--- src/rtl/change_dispenser.sv ---
// change_dispenser
//   Output side of the vending datapath. Accepts a credit total and a price,
//   then either vends and pays change, or refunds the full credit. Change is
//   paid as single-cycle 500/100 coin pulses, largest coin first. Amounts are
//   in units of 100.
// Ports
//   seconds      system clock, rising edge
//   rst          synchronous active-high reset
//   start        request a transaction (sampled only while idle)
//   cancel       with start: refund full credit, no vend
//   credit       accumulated credit, latched on accepted start
//   price        product price, latched on accepted start
//   vend         one-cycle product-release pulse
//   coin500_out  one-cycle pulse, eject one 500 coin
//   coin100_out  one-cycle pulse, eject one 100 coin
//   busy         high whenever a transaction is in progress
//   done         one-cycle pulse at transaction end
//   error        credit < price, held from acceptance to end of DONE
//   display      active-low {g..a} hex digit of the change still owed
module change_dispenser #(
  parameter int unsigned BITS = 4
) (
  input  logic            seconds,
  input  logic            rst,
  input  logic            start,
  input  logic            cancel,
  input  logic [BITS-1:0] credit,
  input  logic [BITS-1:0] price,
  output logic            vend,
  output logic            coin500_out,
  output logic            coin100_out,
  output logic            busy,
  output logic            done,
  output logic            error,
  output logic [6:0]      display
);

  typedef enum logic [1:0] {
    IDLE = 2'd0,
    VEND = 2'd1,
    PAY  = 2'd2,
    DONE = 2'd3
  } state_t;

  state_t          state, state_nx;
  logic [BITS-1:0] change, change_nx;
  logic            err_q, err_nx;
  logic [BITS-1:0] paid;
  logic [3:0]      digit;

  always_ff @(posedge seconds) begin
    if (rst) begin
      state  <= IDLE;
      change <= '0;
      err_q  <= 1'b0;
    end else begin
      state  <= state_nx;
      change <= change_nx;
      err_q  <= err_nx;
    end
  end

  // Change remaining after this PAY cycle's coin; a zero refund pays nothing.
  always_comb begin
    paid = '0;
    if (change >= BITS'(5))
      paid = change - BITS'(5);
    else if (change != '0)
      paid = change - BITS'(1);
  end

  always_comb begin
    state_nx  = state;
    change_nx = change;
    err_nx    = err_q;
    unique case (state)
      IDLE: begin
        if (start) begin
          if (cancel) begin
            change_nx = credit;
            err_nx    = 1'b0;
            state_nx  = PAY;
          end else if (credit < price) begin
            change_nx = credit;
            err_nx    = 1'b1;
            state_nx  = PAY;
          end else begin
            change_nx = credit - price;
            err_nx    = 1'b0;
            state_nx  = VEND;
          end
        end
      end
      VEND: state_nx = (change != '0) ? PAY : DONE;
      PAY: begin
        change_nx = paid;
        if (paid == '0)
          state_nx = DONE;
      end
      DONE: begin
        err_nx   = 1'b0;
        state_nx = IDLE;
      end
      default: state_nx = IDLE;
    endcase
  end

  assign vend        = (state == VEND);
  assign coin500_out = (state == PAY) && (change >= BITS'(5));
  assign coin100_out = (state == PAY) && (change < BITS'(5)) && (change != '0);
  assign busy        = (state != IDLE);
  assign done        = (state == DONE);
  assign error       = err_q;

  assign digit = 4'(change);

  always_comb begin
    display = 7'b1000000;
    unique case (digit)
      4'h0: display = 7'b1000000;
      4'h1: display = 7'b1111001;
      4'h2: display = 7'b0100100;
      4'h3: display = 7'b0110000;
      4'h4: display = 7'b0011001;
      4'h5: display = 7'b0010010;
      4'h6: display = 7'b0000010;
      4'h7: display = 7'b1111000;
      4'h8: display = 7'b0000000;
      4'h9: display = 7'b0010000;
      4'hA: display = 7'b0001000;
      4'hB: display = 7'b0000011;
      4'hC: display = 7'b1000110;
      4'hD: display = 7'b0100001;
      4'hE: display = 7'b0000110;
      4'hF: display = 7'b0001110;
      default: display = 7'b1000000;
    endcase
  end

endmodule

--- config.mk ---
export PLATFORM = sky130hd
export DESIGN_NAME = change_dispenser
export DESIGN_NICKNAME = d
export VERILOG_FILES = /design/src/rtl/change_dispenser.sv
export SDC_FILE = /design/constraint.sdc
export NUM_CORES = 1
export LEC_CHECK = 0
export CAP_MARGIN = 40
export CORE_UTILIZATION = 55
export DETAILED_ROUTE_END_ITERATION = 8
export PLACE_DENSITY = 0.85
export SLEW_MARGIN = 30
export SYNTH_ARGS = -nofsm -noshare
export SYNTH_HDL_FRONTEND = slang
export SYNTH_SLANG_ARGS = --single-unit
export TNS_END_PERCENT = 20
--- constraint.sdc ---
create_clock -name seconds -period 8.1 [get_ports seconds]
set_clock_uncertainty 0.05 [all_clocks]
set_input_delay 2.025 -clock seconds [delete_from_list [all_inputs] [get_ports seconds]]
set_output_delay 2.025 -clock seconds [all_outputs]
set_load 0.005 [all_outputs]
==> results of run 1 <==
==> kinds of logic (layout without fill, tap and decap cells) <==
group / after synthesis / in the layout / share of synthesized area
AOI/OAI and AO/OA: 45 / 45 / 0.267
xor gates and xnor gates: 3 / 3 / 0.0216
adders and majority gates: 17 / 17 / 0.181
buffers and inverters: 21 / 43 / 0.0752
DFF: 14 / 14 / 0.231
muxes: 5 / 5 / 0.0453
and+or+nand+nor: 42 / 42 / 0.179
==> layout make-up <==
cell class	count	area share
Clock buffer	4	0.0243
Sequential cell	14	0.188
Tap cell	27	0.0226
Timing Repair Buffer	25	0.164
Multi-Input combinational cell	112	0.564
Inverter	14	0.0369
==> flip-flops by register name, summed over array words and instances (netlist names) <==
signal and cells:
change 4, state 2, error 1, display 7
==> synth_stat cells (2+ instances only) <==
| master | n | area share |
|---|---|---|
| sky130_fd_sc_hd__ha_1 | 16 | 0.16 |
| sky130_fd_sc_hd__dfxtp_1 | 14 | 0.23 |
| sky130_fd_sc_hd__inv_1 | 13 | 0.040 |
| sky130_fd_sc_hd__nor2_1 | 12 | 0.037 |
| sky130_fd_sc_hd__a21oi_1 | 11 | 0.045 |
| sky130_fd_sc_hd__nand2_1 | 10 | 0.031 |
| sky130_fd_sc_hd__a211oi_1 | 8 | 0.049 |
| sky130_fd_sc_hd__o21ai_0 | 8 | 0.033 |
| sky130_fd_sc_hd__nand2b_1 | 5 | 0.026 |
| sky130_fd_sc_hd__clkbuf_1 | 4 | 0.012 |
| sky130_fd_sc_hd__nor2b_1 | 4 | 0.021 |
| sky130_fd_sc_hd__a211o_1 | 3 | 0.022 |
| sky130_fd_sc_hd__a31oi_1 | 3 | 0.015 |
| sky130_fd_sc_hd__mux2i_1 | 3 | 0.025 |
| sky130_fd_sc_hd__a211oi_2 | 2 | 0.021 |
| sky130_fd_sc_hd__a22oi_1 | 2 | 0.012 |
| sky130_fd_sc_hd__buf_2 | 2 | 0.0082 |
| sky130_fd_sc_hd__nand3_1 | 2 | 0.0082 |
| sky130_fd_sc_hd__or3_1 | 2 | 0.010 |
| sky130_fd_sc_hd__xnor2_1 | 2 | 0.014 |
==> through the flow <==
| stage | total power [mW] | utilization | instance area, µm² |
|---|---|---|---|
| 6_report | 0.529 | 0.739 | 1490 |
| 5_1_grt | 0.581 | 0.739 | 1490 |
| 4_1_cts | 0.530 | 0.739 | 1490 |
| 3_5_place_dp | 0.477 | 0.721 | 1460 |
| 3_3_place_gp | 0.460 | 0.718 | 1450 |
| 2_1_floorplan | 0.377 | - | 1210 |
==> how the worst max path moves through the flow <==
stage	cells after the start	endpoint	from
after floorplan	14	display[0]$_DFF_P_	credit[0]
after global placement	15	display[0]$_DFF_P_	credit[0]
after detailed placement	14	display[5]$_DFF_P_	credit[0]
after CTS	14	display[5]$_DFF_P_	credit[0]
after global routing	15	display[0]$_DFF_P_	credit[0]
final	15	display[0]$_DFF_P_	credit[0]
==> power groups by stage <==
| stage | sequential, mW | combinational, mW | clock, mW |
|---|---|---|---|
| floorplan | 0.112 | 0.265 | 0 |
| global placement | 0.119 | 0.341 | 0 |
| detailed placement | 0.121 | 0.356 | 0 |
| CTS | 0.120 | 0.358 | 0.0523 |
| global route | 0.125 | 0.400 | 0.0558 |
| finish | 0.120 | 0.358 | 0.0511 |
==> per-layer routing <==
layer  vias up  GRT usage
met5         -          0
met4         0     0.0588
met3         4     0.0374
met2        16      0.479
met1       515      0.296
li1        562          -
==> cell usage in the layout (no fill, tap or decap), types with 2 or more instances in the layout <==
| master | synthesis | routed |
|---|---|---|
| sky130_fd_sc_hd__clkdlybuf4s50_1 | 0 | 24 |
| sky130_fd_sc_hd__ha_1 | 16 | 16 |
| sky130_fd_sc_hd__dfxtp_1 | 14 | 14 |
| sky130_fd_sc_hd__inv_1 | 13 | 13 |
| sky130_fd_sc_hd__nor2_1 | 12 | 12 |
| sky130_fd_sc_hd__a21oi_1 | 11 | 11 |
| sky130_fd_sc_hd__nand2_1 | 10 | 10 |
| sky130_fd_sc_hd__a211oi_1 | 8 | 8 |
| sky130_fd_sc_hd__o21ai_0 | 8 | 8 |
| sky130_fd_sc_hd__nand2b_1 | 5 | 5 |
| sky130_fd_sc_hd__nor2b_1 | 4 | 4 |
| sky130_fd_sc_hd__a31oi_1 | 3 | 3 |
| sky130_fd_sc_hd__mux2i_1 | 3 | 3 |
| sky130_fd_sc_hd__a211o_1 | 3 | 3 |
| sky130_fd_sc_hd__clkbuf_4 | 0 | 3 |
| sky130_fd_sc_hd__a22oi_1 | 2 | 2 |
| sky130_fd_sc_hd__or3_1 | 2 | 2 |
| sky130_fd_sc_hd__xnor2_1 | 2 | 2 |
| sky130_fd_sc_hd__nand3_1 | 2 | 2 |
| sky130_fd_sc_hd__a211oi_2 | 2 | 2 |
==> worst max-delay path, cell delays in order <==
cell	delay, ns
sky130_fd_sc_hd__clkdlybuf4s50_1	0.47
sky130_fd_sc_hd__inv_1	0.05
sky130_fd_sc_hd__ha_1	0.21
sky130_fd_sc_hd__fa_1	0.40
sky130_fd_sc_hd__nand2b_4	0.18
sky130_fd_sc_hd__a211oi_4	0.42
sky130_fd_sc_hd__nor2_1	0.08
sky130_fd_sc_hd__a211oi_1	0.22
sky130_fd_sc_hd__nor2_1	0.09
sky130_fd_sc_hd__a211oi_1	0.65
sky130_fd_sc_hd__inv_1	0.21
sky130_fd_sc_hd__ha_1	0.29
sky130_fd_sc_hd__nor3b_1	0.15
sky130_fd_sc_hd__a31oi_1	0.14
sky130_fd_sc_hd__o21ai_0	0.08
==> flow_results.xml, run 1 <==
<?xml version="1.0" encoding="UTF-8"?>
<metrics>
  <group name="finish">
    <metric name="diode_count" unit="">0</metric>
    <metric name="filler_cell_count" unit="">159</metric>
    <metric name="finalNetCount" unit="">199</metric>
    <metric name="multi_input_comb_area" unit="µm²">843</metric>
    <metric name="regArea" unit="µm²">280</metric>
    <metric name="area_growth" unit="%">23.0</metric>
    <metric name="finish.cell_count_without_fillers" unit="">196</metric>
    <metric name="drive_gt1_frac" unit="">0.0769</metric>
  </group>
  <group name="routing">
    <metric name="vias_per_cell" unit="">5.60</metric>
    <metric name="route.vias.total" unit="">1097</metric>
    <metric name="dr.pass1.iters" unit="">4</metric>
    <metric name="drt_first_iter_violations" unit="">22</metric>
    <metric name="ant_nets" unit="">0</metric>
    <metric name="top_layer_used" unit="">met4</metric>
    <metric name="routed-wl-met2" unit="µm">1380</metric>
    <metric name="drcViolationCount" unit="">0</metric>
    <metric name="drt_wl_total" unit="µm">2620</metric>
    <metric name="detail_route.wirelength.met1" unit="µm">1160</metric>
    <metric name="met3_wirelength" unit="µm">57</metric>
    <metric name="post_drt_wl_per_cell" unit="µm">13.4</metric>
  </group>
  <group name="sta">
    <metric name="grt_setup_unrepaired" unit="">false</metric>
    <metric name="maxClockFrequency" unit="GHz">0.180</metric>
    <metric name="timing.max_slew.rel_slack" unit="">0.492</metric>
    <metric name="hold_slack" unit="ns">0.446</metric>
    <metric name="layout_min_cycle_time" unit="ns">5.55</metric>
    <metric name="worstMarginPinSlew" unit="ns">0.757</metric>
    <metric name="post-route-period-util" unit="">0.685</metric>
    <metric name="finalSetupViolations" unit="">0</metric>
    <metric name="final.setup.tns" unit="ns">0</metric>
    <metric name="hold_viol_final" unit="">0</metric>
    <metric name="slew_violations" unit="">0</metric>
    <metric name="final.setup.worst_slack" unit="ns">2.55</metric>
  </group>
  <group name="pwr">
    <metric name="share_of_power_burned_in_the_clock_network" unit="">0.097</metric>
    <metric name="net_switching" unit="mW">0.239</metric>
    <metric name="irDropWorstVdd" unit="µV">218</metric>
    <metric name="cellInternalPower" unit="mW">0.290</metric>
    <metric name="power.sequential.fraction" unit="">0.227</metric>
    <metric name="share_comb_of_total_power" unit="">0.676</metric>
    <metric name="leakage" unit="nW">0.619</metric>
    <metric name="power_density" unit="mW/mm²">354</metric>
    <metric name="p_sw_frac" unit="">0.451</metric>
  </group>
  <group name="floorplan">
    <metric name="fp.dieW" unit="µm">49</metric>
    <metric name="start_util" unit="">0.601</metric>
    <metric name="die_h" unit="µm">49</metric>
    <metric name="std_cell_rows" unit="">16</metric>
    <metric name="die_area" unit="mm²">0.00240</metric>
    <metric name="boundaryPins" unit="">25</metric>
    <metric name="core_area" unit="mm²">0.00202</metric>
  </group>
  <group name="yosys">
    <metric name="syn_area" unit="mm²">0.00121</metric>
    <metric name="ys.warnings.count" unit="">0</metric>
    <metric name="seq_area_frac_synth" unit="">0.231</metric>
    <metric name="synth_flop_cell" unit="">sky130_fd_sc_hd__dfxtp_1</metric>
    <metric name="async_flop_share" unit="">0</metric>
    <metric name="synth_fp_nets" unit="">176</metric>
    <metric name="synth_edf_count" unit="">0</metric>
    <metric name="synth.ff_latch_count" unit="">14</metric>
    <metric name="cells_after_synth" unit="">147</metric>
    <metric name="syn-mean-instance-area" unit="µm²">8.26</metric>
    <metric name="synth_cell_types" unit="">41</metric>
  </group>
  <group name="setup_path">
    <metric name="crit_reg_reg_endpoint" unit="">display[0]$_DFF_P_</metric>
    <metric name="worstRegToRegCells" unit="">11</metric>
    <metric name="r2r_setup_slack" unit="ns">5.01</metric>
    <metric name="cp.required" unit="ns">8.20</metric>
    <metric name="critical_path_class" unit="">primary input to flip-flop</metric>
    <metric name="r2r_start" unit="">state[0]$_SDFFE_PP0P_</metric>
    <metric name="maximum_net_fanout_on_the_critical_path" unit="">10</metric>
    <metric name="worstSetupEndpointType" unit="">flip-flop</metric>
    <metric name="crit_path_start_kind" unit="">primary input</metric>
    <metric name="worst_ep_arrival_time" unit="ns">5.65</metric>
  </group>
  <group name="run">
    <metric name="max_cap_violations" unit="">0</metric>
  </group>
  <group name="cts">
    <metric name="cts_max_level" unit="">1</metric>
    <metric name="cts_num_sinks" unit="">14</metric>
    <metric name="cts-resized-gates" unit="">0</metric>
    <metric name="ctsRootBufferMaster" unit="">sky130_fd_sc_hd__clkbuf_4</metric>
    <metric name="cts_hold_buffers" unit="">0</metric>
    <metric name="clkTransAtPathRegs" unit="ns">0.08</metric>
    <metric name="worstSkewPairLatency" unit="ns">0.29</metric>
    <metric name="number_of_buffers_inserted_to_repair_setup_after_cts" unit="">0</metric>
    <metric name="cts_tree" unit="">yes</metric>
    <metric name="tritoncts.num_buffers" unit="">3</metric>
    <metric name="ctsLongestPathBuffers" unit="">2</metric>
  </group>
  <group name="global_route">
    <metric name="grt_antenna_before_repair" unit="">0</metric>
    <metric name="grt_first_pass_wirelength" unit="µm">4750</metric>
    <metric name="via_count_of_the_first_global_routing_pass" unit="">1086</metric>
    <metric name="globalRouteTotalUtil" unit="">0.253</metric>
    <metric name="grt_max_degree" unit="">17</metric>
    <metric name="grt_overflow" unit="">0</metric>
  </group>
  <group name="placed_design">
    <metric name="post-place-ws" unit="ns">2.30</metric>
    <metric name="place.port_buffers" unit="">24</metric>
    <metric name="hpwlAfterDp" unit="µm">2100</metric>
    <metric name="dp_cells" unit="">192</metric>
    <metric name="gp_routability_congestion" unit="">0.843</metric>
  </group>
  <group name="status">
    <metric name="status" unit="">completed</metric>
  </group>
  <group name="worst_hold_path">
    <metric name="hold_path_startpoint" unit="">state[1]$_SDFFE_PP0P_</metric>
    <metric name="min-delay-path-class" unit="">flip-flop to flip-flop</metric>
    <metric name="holdPathStages" unit="">2</metric>
    <metric name="end_point_of_the_most_critical_hold_path" unit="">state[1]$_SDFFE_PP0P_</metric>
  </group>
</metrics>
(Power assumes the default switching activity.)
==> run 2: changes to the inputs <==
--- a/config.mk
+++ b/config.mk
@@ -6,9 +6,9 @@
 export NUM_CORES = 1
 export LEC_CHECK = 0
 export CAP_MARGIN = 40
-export CORE_UTILIZATION = 55
+export CORE_UTILIZATION = 46
 export DETAILED_ROUTE_END_ITERATION = 8
-export PLACE_DENSITY = 0.85
+export PLACE_DENSITY = 0.76
 export SLEW_MARGIN = 30
 export SYNTH_ARGS = -nofsm -noshare
 export SYNTH_HDL_FRONTEND = slang
==> constraint.sdc (replaced) <==
create_clock -name seconds -period 4.8 [get_ports seconds]
set_clock_uncertainty 0.05 [all_clocks]
set_input_delay 1.2 -clock seconds [delete_from_list [all_inputs] [get_ports seconds]]
set_output_delay 1.2 -clock seconds [all_outputs]
set_load 0.005 [all_outputs]
==> flow_results.xml, run 2 (synthesis results as in run 1) <==
<?xml version="1.0" encoding="UTF-8"?>
<metrics>
  <group name="pwr">
    <metric name="leakage" unit="nW">0.634</metric>
    <metric name="power_density" unit="mW/mm²">597</metric>
    <metric name="irDropWorstVdd" unit="µV">356</metric>
  </group>
  <group name="global_route">
    <metric name="grt_first_pass_wirelength" unit="µm">4440</metric>
    <metric name="grt_overflow" unit="">0</metric>
    <metric name="grt_max_degree" unit="">17</metric>
    <metric name="via_count_of_the_first_global_routing_pass" unit="">1037</metric>
    <metric name="grt_antenna_before_repair" unit="">0</metric>
    <metric name="globalRouteTotalUtil" unit="">0.214</metric>
  </group>
  <group name="placed_design">
    <metric name="post-place-ws" unit="ns">0.167</metric>
    <metric name="gp_routability_congestion" unit="">0.846</metric>
    <metric name="place.port_buffers" unit="">24</metric>
    <metric name="dpl-instance-area" unit="mm²">0.00149</metric>
    <metric name="hpwlAfterDp" unit="µm">2030</metric>
  </group>
  <group name="sta">
    <metric name="final.setup.worst_slack" unit="ns">0.505</metric>
    <metric name="layout_min_cycle_time" unit="ns">4.29</metric>
    <metric name="maxClockFrequency" unit="GHz">0.233</metric>
    <metric name="grt_setup_unrepaired" unit="">false</metric>
    <metric name="post-route-period-util" unit="">0.895</metric>
    <metric name="timing.max_slew.rel_slack" unit="">0.632</metric>
    <metric name="finalSetupViolations" unit="">0</metric>
    <metric name="final.setup.tns" unit="ns">0</metric>
    <metric name="hold_viol_final" unit="">0</metric>
    <metric name="slew_violations" unit="">0</metric>
    <metric name="worstMarginPinSlew" unit="ns">0.551</metric>
  </group>
  <group name="setup_path">
    <metric name="maximum_net_fanout_on_the_critical_path" unit="">5</metric>
    <metric name="worst_ep_arrival_time" unit="ns">4.40</metric>
    <metric name="crit_family" unit="">compound AO/OA/AOI/OAI gates</metric>
    <metric name="cells_traversed_along_the_worst_timing_path" unit="">clkdlybuf4s50_1 &gt; inv_1 &gt; ha_1 &gt; fa_1 &gt; nand2b_4 &gt; a211oi_4 &gt; nor2_1 &gt; a211oi_1 &gt; nor2_1 &gt; a211oi_1 &gt; inv_1 &gt; ha_1 &gt; nor3b_1 &gt; a31oi_1 &gt; o21ai_0</metric>
    <metric name="r2r_setup_slack" unit="ns">1.74</metric>
    <metric name="worstSetupEndpointType" unit="">flip-flop</metric>
    <metric name="crit_slowest_cell" unit="">sky130_fd_sc_hd__clkdlybuf4s50_1</metric>
    <metric name="cp.required" unit="ns">4.91</metric>
    <metric name="cp.buffers_inverters" unit="">3</metric>
    <metric name="cp-startpoint" unit="">credit[0]</metric>
    <metric name="crit_reg_reg_endpoint" unit="">display[1]$_DFF_P_</metric>
    <metric name="critical_path_class" unit="">primary input to flip-flop</metric>
    <metric name="worstRegToRegCells" unit="">11</metric>
    <metric name="r2r_start" unit="">state[0]$_SDFFE_PP0P_</metric>
    <metric name="crit_path_start_kind" unit="">primary input</metric>
    <metric name="critical_path.endpoint" unit="">display[0]$_DFF_P_</metric>
    <metric name="critical_path_depth" unit="">15</metric>
    <metric name="critPathMaxStageDelay" unit="ns">0.47</metric>
  </group>
  <group name="routing">
    <metric name="drt_first_iter_violations" unit="">18</metric>
    <metric name="vias_per_cell" unit="">5.36</metric>
    <metric name="ant_nets" unit="">0</metric>
    <metric name="drcViolationCount" unit="">0</metric>
    <metric name="post_drt_wl_per_cell" unit="µm">12.8</metric>
    <metric name="dr.pass1.iters" unit="">4</metric>
    <metric name="route.vias.total" unit="">1083</metric>
    <metric name="drt_wl_total" unit="µm">2590</metric>
  </group>
  <group name="cts">
    <metric name="clkTransAtPathRegs" unit="ns">0.09</metric>
    <metric name="cts_hold_buffers" unit="">0</metric>
    <metric name="number_of_buffers_inserted_to_repair_setup_after_cts" unit="">0</metric>
    <metric name="worstSkewPairLatency" unit="ns">0.28</metric>
    <metric name="ctsRootBufferMaster" unit="">sky130_fd_sc_hd__clkbuf_4</metric>
    <metric name="tritoncts.num_buffers" unit="">3</metric>
    <metric name="ctsLongestPathBuffers" unit="">2</metric>
    <metric name="cts-resized-gates" unit="">0</metric>
    <metric name="cts_max_level" unit="">1</metric>
    <metric name="cts_num_sinks" unit="">14</metric>
    <metric name="cts_tree" unit="">yes</metric>
  </group>
  <group name="finish">
    <metric name="layout.cells.most_common" unit="">sky130_fd_sc_hd__clkdlybuf4s50_1</metric>
    <metric name="layout.cells.most_common_list" unit="">24 x sky130_fd_sc_hd__clkdlybuf4s50_1, 16 x sky130_fd_sc_hd__ha_1, 14 x sky130_fd_sc_hd__dfxtp_1</metric>
    <metric name="largest_register_ffs" unit="">7</metric>
    <metric name="filler_cell_count" unit="">228</metric>
    <metric name="finalNetCount" unit="">202</metric>
    <metric name="finish.instance_area" unit="mm²">0.00152</metric>
    <metric name="diode_count" unit="">0</metric>
    <metric name="area_growth" unit="%">25.3</metric>
    <metric name="regArea" unit="µm²">280</metric>
    <metric name="drive_gt1_frac" unit="">0.0930</metric>
    <metric name="multi_input_comb_area" unit="µm²">843</metric>
  </group>
  <group name="floorplan">
    <metric name="core_area" unit="mm²">0.00248</metric>
    <metric name="std_cell_rows" unit="">18</metric>
    <metric name="start_util" unit="">0.490</metric>
    <metric name="die_h" unit="µm">53.4</metric>
    <metric name="boundaryPins" unit="">25</metric>
    <metric name="fp.dieW" unit="µm">53.4</metric>
    <metric name="die_area" unit="mm²">0.00285</metric>
  </group>
  <group name="run">
    <metric name="max_cap_violations" unit="">0</metric>
  </group>
  <group name="worst_hold_path">
    <metric name="min-delay-path-class" unit="">flip-flop to flip-flop</metric>
    <metric name="holdPathStages" unit="">2</metric>
  </group>
  <group name="status">
    <metric name="status" unit="">completed</metric>
  </group>
</metrics>
[run 2: stage by stage]
step / instances / hold slack, ns / utilization / power [mW]
global placement: 198 / 0.435 / 0.600 / 0.803
finish: 202 / 0.461 / 0.615 / 0.909
floorplan: 147 / 0.415 / - / 0.636
detailed placement: 198 / 0.449 / 0.600 / 0.821
global route: 202 / 0.485 / 0.615 / 0.995
CTS: 202 / 0.462 / 0.615 / 0.912
[run 2: worst reg2reg max path: stages (launching register included)]
cell                       delay (ns)
sky130_fd_sc_hd__dfxtp_1         0.39
sky130_fd_sc_hd__inv_1           0.08
sky130_fd_sc_hd__ha_1            0.39
sky130_fd_sc_hd__mux2i_2         0.48
sky130_fd_sc_hd__nor2_1          0.10
sky130_fd_sc_hd__a22oi_1         0.34
sky130_fd_sc_hd__nor2b_1         0.28
sky130_fd_sc_hd__inv_1           0.14
sky130_fd_sc_hd__ha_1            0.31
sky130_fd_sc_hd__nor2b_1         0.14
sky130_fd_sc_hd__a211oi_1        0.05
sky130_fd_sc_hd__a31o_1          0.20
[run 2: cell type report]
type,count,area share
Sequential cell,14,0.184
Inverter,14,0.0362
Timing Repair Buffer,28,0.177
Clock buffer,4,0.0238
Tap cell,30,0.0247
Multi-Input combinational cell,112,0.554
[run 2: how the worst min path moves through the flow]
stage,slack [ns],start,to
after floorplan,0.41,state[1]$_SDFFE_PP0P_,state[1]$_SDFFE_PP0P_
after global placement,0.43,state[1]$_SDFFE_PP0P_,state[1]$_SDFFE_PP0P_
after detailed placement,0.45,error$_SDFFE_PP0P_,error$_SDFFE_PP0P_
after CTS,0.46,state[1]$_SDFFE_PP0P_,state[1]$_SDFFE_PP0P_
after global routing,0.48,state[0]$_SDFFE_PP0P_,state[0]$_SDFFE_PP0P_
final,0.46,state[0]$_SDFFE_PP0P_,state[0]$_SDFFE_PP0P_
[run 2: where the power goes]
group          internal, mW  switching, mW  leakage (nW)
registers             0.164         0.0368         0.116
logic                 0.295          0.325         0.497
clock network        0.0462         0.0422        0.0210
total                 0.505          0.403         0.634
[run 2: per-layer routing]
layer	vias to the layer above	share of wire	global-route usage
li1	565	-	-
met5	-	0	0
met1	494	0.48	0.262
met4	0	0.0077	0.0746
met3	4	0.041	0.0402
met2	20	0.48	0.367
==> run 3: changes to the inputs <==
--- a/config.mk
+++ b/config.mk
@@ -6,9 +6,10 @@
 export NUM_CORES = 1
 export LEC_CHECK = 0
 export CAP_MARGIN = 40
-export CORE_UTILIZATION = 46
+export CORE_UTILIZATION = 55
 export DETAILED_ROUTE_END_ITERATION = 8
-export PLACE_DENSITY = 0.76
+export DONT_BUFFER_PORTS = 1
+export PLACE_DENSITY = 0.73
 export SLEW_MARGIN = 30
 export SYNTH_ARGS = -nofsm -noshare
 export SYNTH_HDL_FRONTEND = slang
==> flow_results.xml, run 3 (synthesis results as in run 1) <==
<?xml version="1.0" encoding="UTF-8"?>
<metrics>
  <group name="floorplan">
    <metric name="boundaryPins" unit="">25</metric>
    <metric name="die_h" unit="µm">49</metric>
    <metric name="die_area" unit="mm²">0.00240</metric>
    <metric name="fp.dieW" unit="µm">49</metric>
    <metric name="std_cell_rows" unit="">16</metric>
    <metric name="start_util" unit="">0.601</metric>
    <metric name="core_area" unit="mm²">0.00202</metric>
  </group>
  <group name="pwr">
    <metric name="power_density" unit="mW/mm²">648</metric>
    <metric name="share_comb_of_total_power" unit="">0.640</metric>
    <metric name="leakage" unit="nW">0.534</metric>
    <metric name="p_sw_frac" unit="">0.479</metric>
    <metric name="power.sequential.fraction" unit="">0.252</metric>
    <metric name="share_of_power_burned_in_the_clock_network" unit="">0.108</metric>
    <metric name="net_switching" unit="mW">0.392</metric>
    <metric name="irDropWorstVdd" unit="µV">354</metric>
    <metric name="cellInternalPower" unit="mW">0.426</metric>
  </group>
  <group name="global_route">
    <metric name="grt_antenna_before_repair" unit="">0</metric>
    <metric name="via_count_of_the_first_global_routing_pass" unit="">911</metric>
    <metric name="grt_overflow" unit="">0</metric>
    <metric name="grt_max_degree" unit="">17</metric>
    <metric name="grt_first_pass_wirelength" unit="µm">4110</metric>
    <metric name="globalRouteTotalUtil" unit="">0.221</metric>
  </group>
  <group name="routing">
    <metric name="post_drt_wl_per_cell" unit="µm">14.0</metric>
    <metric name="route.vias.total" unit="">998</metric>
    <metric name="vias_per_cell" unit="">5.77</metric>
    <metric name="drt_first_iter_violations" unit="">29</metric>
    <metric name="drcViolationCount" unit="">0</metric>
    <metric name="drt_wl_total" unit="µm">2410</metric>
    <metric name="ant_nets" unit="">0</metric>
    <metric name="dr.pass1.iters" unit="">4</metric>
  </group>
  <group name="cts">
    <metric name="clkTransAtPathRegs" unit="ns">0.08</metric>
    <metric name="ctsRootBufferMaster" unit="">sky130_fd_sc_hd__clkbuf_4</metric>
    <metric name="ctsLongestPathBuffers" unit="">2</metric>
    <metric name="worstSkewPairLatency" unit="ns">0.29</metric>
    <metric name="cts_hold_buffers" unit="">0</metric>
    <metric name="cts_tree" unit="">yes</metric>
    <metric name="cts_max_level" unit="">1</metric>
    <metric name="cts-resized-gates" unit="">0</metric>
    <metric name="cts_num_sinks" unit="">14</metric>
    <metric name="tritoncts.num_buffers" unit="">3</metric>
    <metric name="number_of_buffers_inserted_to_repair_setup_after_cts" unit="">0</metric>
  </group>
  <group name="sta">
    <metric name="maxClockFrequency" unit="GHz">0.261</metric>
    <metric name="hold_viol_final" unit="">0</metric>
    <metric name="timing.max_slew.rel_slack" unit="">0.632</metric>
    <metric name="post-route-period-util" unit="">0.799</metric>
    <metric name="grt_setup_unrepaired" unit="">false</metric>
    <metric name="finalSetupViolations" unit="">0</metric>
    <metric name="slew_violations" unit="">0</metric>
    <metric name="final.setup.tns" unit="ns">0</metric>
    <metric name="layout_min_cycle_time" unit="ns">3.83</metric>
    <metric name="worstMarginPinSlew" unit="ns">0.551</metric>
  </group>
  <group name="setup_path">
    <metric name="worstSetupEndpointType" unit="">flip-flop</metric>
    <metric name="r2r_start" unit="">state[0]$_SDFFE_PP0P_</metric>
    <metric name="cp-startpoint" unit="">credit[0]</metric>
    <metric name="maximum_net_fanout_on_the_critical_path" unit="">10</metric>
    <metric name="worst_ep_arrival_time" unit="ns">3.94</metric>
    <metric name="critical_path_class" unit="">primary input to flip-flop</metric>
    <metric name="crit_path_start_kind" unit="">primary input</metric>
    <metric name="cp.required" unit="ns">4.90</metric>
  </group>
  <group name="worst_hold_path">
    <metric name="hold_path_startpoint" unit="">state[0]$_SDFFE_PP0P_</metric>
    <metric name="min-delay-path-class" unit="">flip-flop to flip-flop</metric>
  </group>
  <group name="placed_design">
    <metric name="gp_routability_congestion" unit="">0.796</metric>
    <metric name="dp_cells" unit="">169</metric>
    <metric name="place.port_buffers" unit="">0</metric>
    <metric name="hpwlAfterDp" unit="µm">1830</metric>
  </group>
  <group name="status">
    <metric name="status" unit="">completed</metric>
  </group>
  <group name="finish">
    <metric name="finish.cell_count_without_fillers" unit="">173</metric>
    <metric name="layout.cells.most_common" unit="">sky130_fd_sc_hd__ha_1</metric>
    <metric name="finalNetCount" unit="">176</metric>
    <metric name="area_growth" unit="%">3.81</metric>
    <metric name="drive_gt1_frac" unit="">0.0959</metric>
    <metric name="diode_count" unit="">0</metric>
    <metric name="layout.cells.most_common_list" unit="">16 x sky130_fd_sc_hd__ha_1, 14 x sky130_fd_sc_hd__dfxtp_1, 13 x sky130_fd_sc_hd__inv_1</metric>
    <metric name="largest_register_ffs" unit="">7</metric>
  </group>
  <group name="run">
    <metric name="max_cap_violations" unit="">0</metric>
  </group>
</metrics>
-- run 3: worst max-delay path, cell delays in order --
cell and delay, ns:
sky130_fd_sc_hd__inv_1 0.02, sky130_fd_sc_hd__ha_1 0.21, sky130_fd_sc_hd__fa_1 0.40, sky130_fd_sc_hd__nand2b_4 0.17, sky130_fd_sc_hd__a211oi_4 0.39, sky130_fd_sc_hd__nor2_1 0.08
sky130_fd_sc_hd__a211oi_1 0.26, sky130_fd_sc_hd__nor2_1 0.10, sky130_fd_sc_hd__a211oi_1 0.21, sky130_fd_sc_hd__buf_4 0.18, sky130_fd_sc_hd__inv_1 0.08, sky130_fd_sc_hd__ha_1 0.28
sky130_fd_sc_hd__a211oi_1 0.29, sky130_fd_sc_hd__a211oi_2 0.06
-- run 3: final timing paths --
check / end / cells past startpoint / slack (ns)
max: display[5]$_DFF_P_ / 14 / 0.97
min: state[0]$_SDFFE_PP0P_ / 2 / 0.45
max reg2reg: display[1]$_DFF_P_ / 11 / 1.78
min reg2reg: state[0]$_SDFFE_PP0P_ / 2 / 0.45
-- run 3: power by group through the flow --
| stage | clock [mW] | combinational (mW) | sequential, mW |
|---|---|---|---|
| finish | 0.0884 | 0.523 | 0.206 |
| global route | 0.0946 | 0.586 | 0.213 |
| CTS | 0.0892 | 0.520 | 0.206 |
| detailed placement | 0 | 0.513 | 0.209 |
| global placement | 0 | 0.500 | 0.207 |
| floorplan | 0 | 0.447 | 0.189 |
-- run 3: per-layer routing --
layer | global-route usage | wire length, µm
met2 | 0.338 | 1070
met5 | 0 | 0
met3 | 0.0685 | 120
met1 | 0.302 | 1210
met4 | 0.0539 | 15
-- run 3: area by class of cell --
class / instances / area [µm²]
Inverter: 14 / 55.1
Fill cell: 181 / 761
Multi-Input combinational cell: 112 / 843
Timing Repair Buffer: 2 / 12.5
Clock buffer: 4 / 36.3
Tap cell: 27 / 33.8
Sequential cell: 14 / 280
-- run 3: metrics by stage --
step / utilization / hold WS [ns] / total power [mW] / cell area (µm²) / setup slack [ns]
2_1_floorplan: - / 0.415 / 0.636 / 1210 / 0.685
3_3_place_gp: 0.603 / 0.425 / 0.707 / 1220 / 0.755
3_5_place_dp: 0.606 / 0.437 / 0.722 / 1220 / 0.692
4_1_cts: 0.624 / 0.450 / 0.816 / 1260 / 0.980
5_1_grt: 0.624 / 0.467 / 0.894 / 1260 / 0.668
6_report: 0.624 / 0.447 / 0.818 / 1260 / 0.966
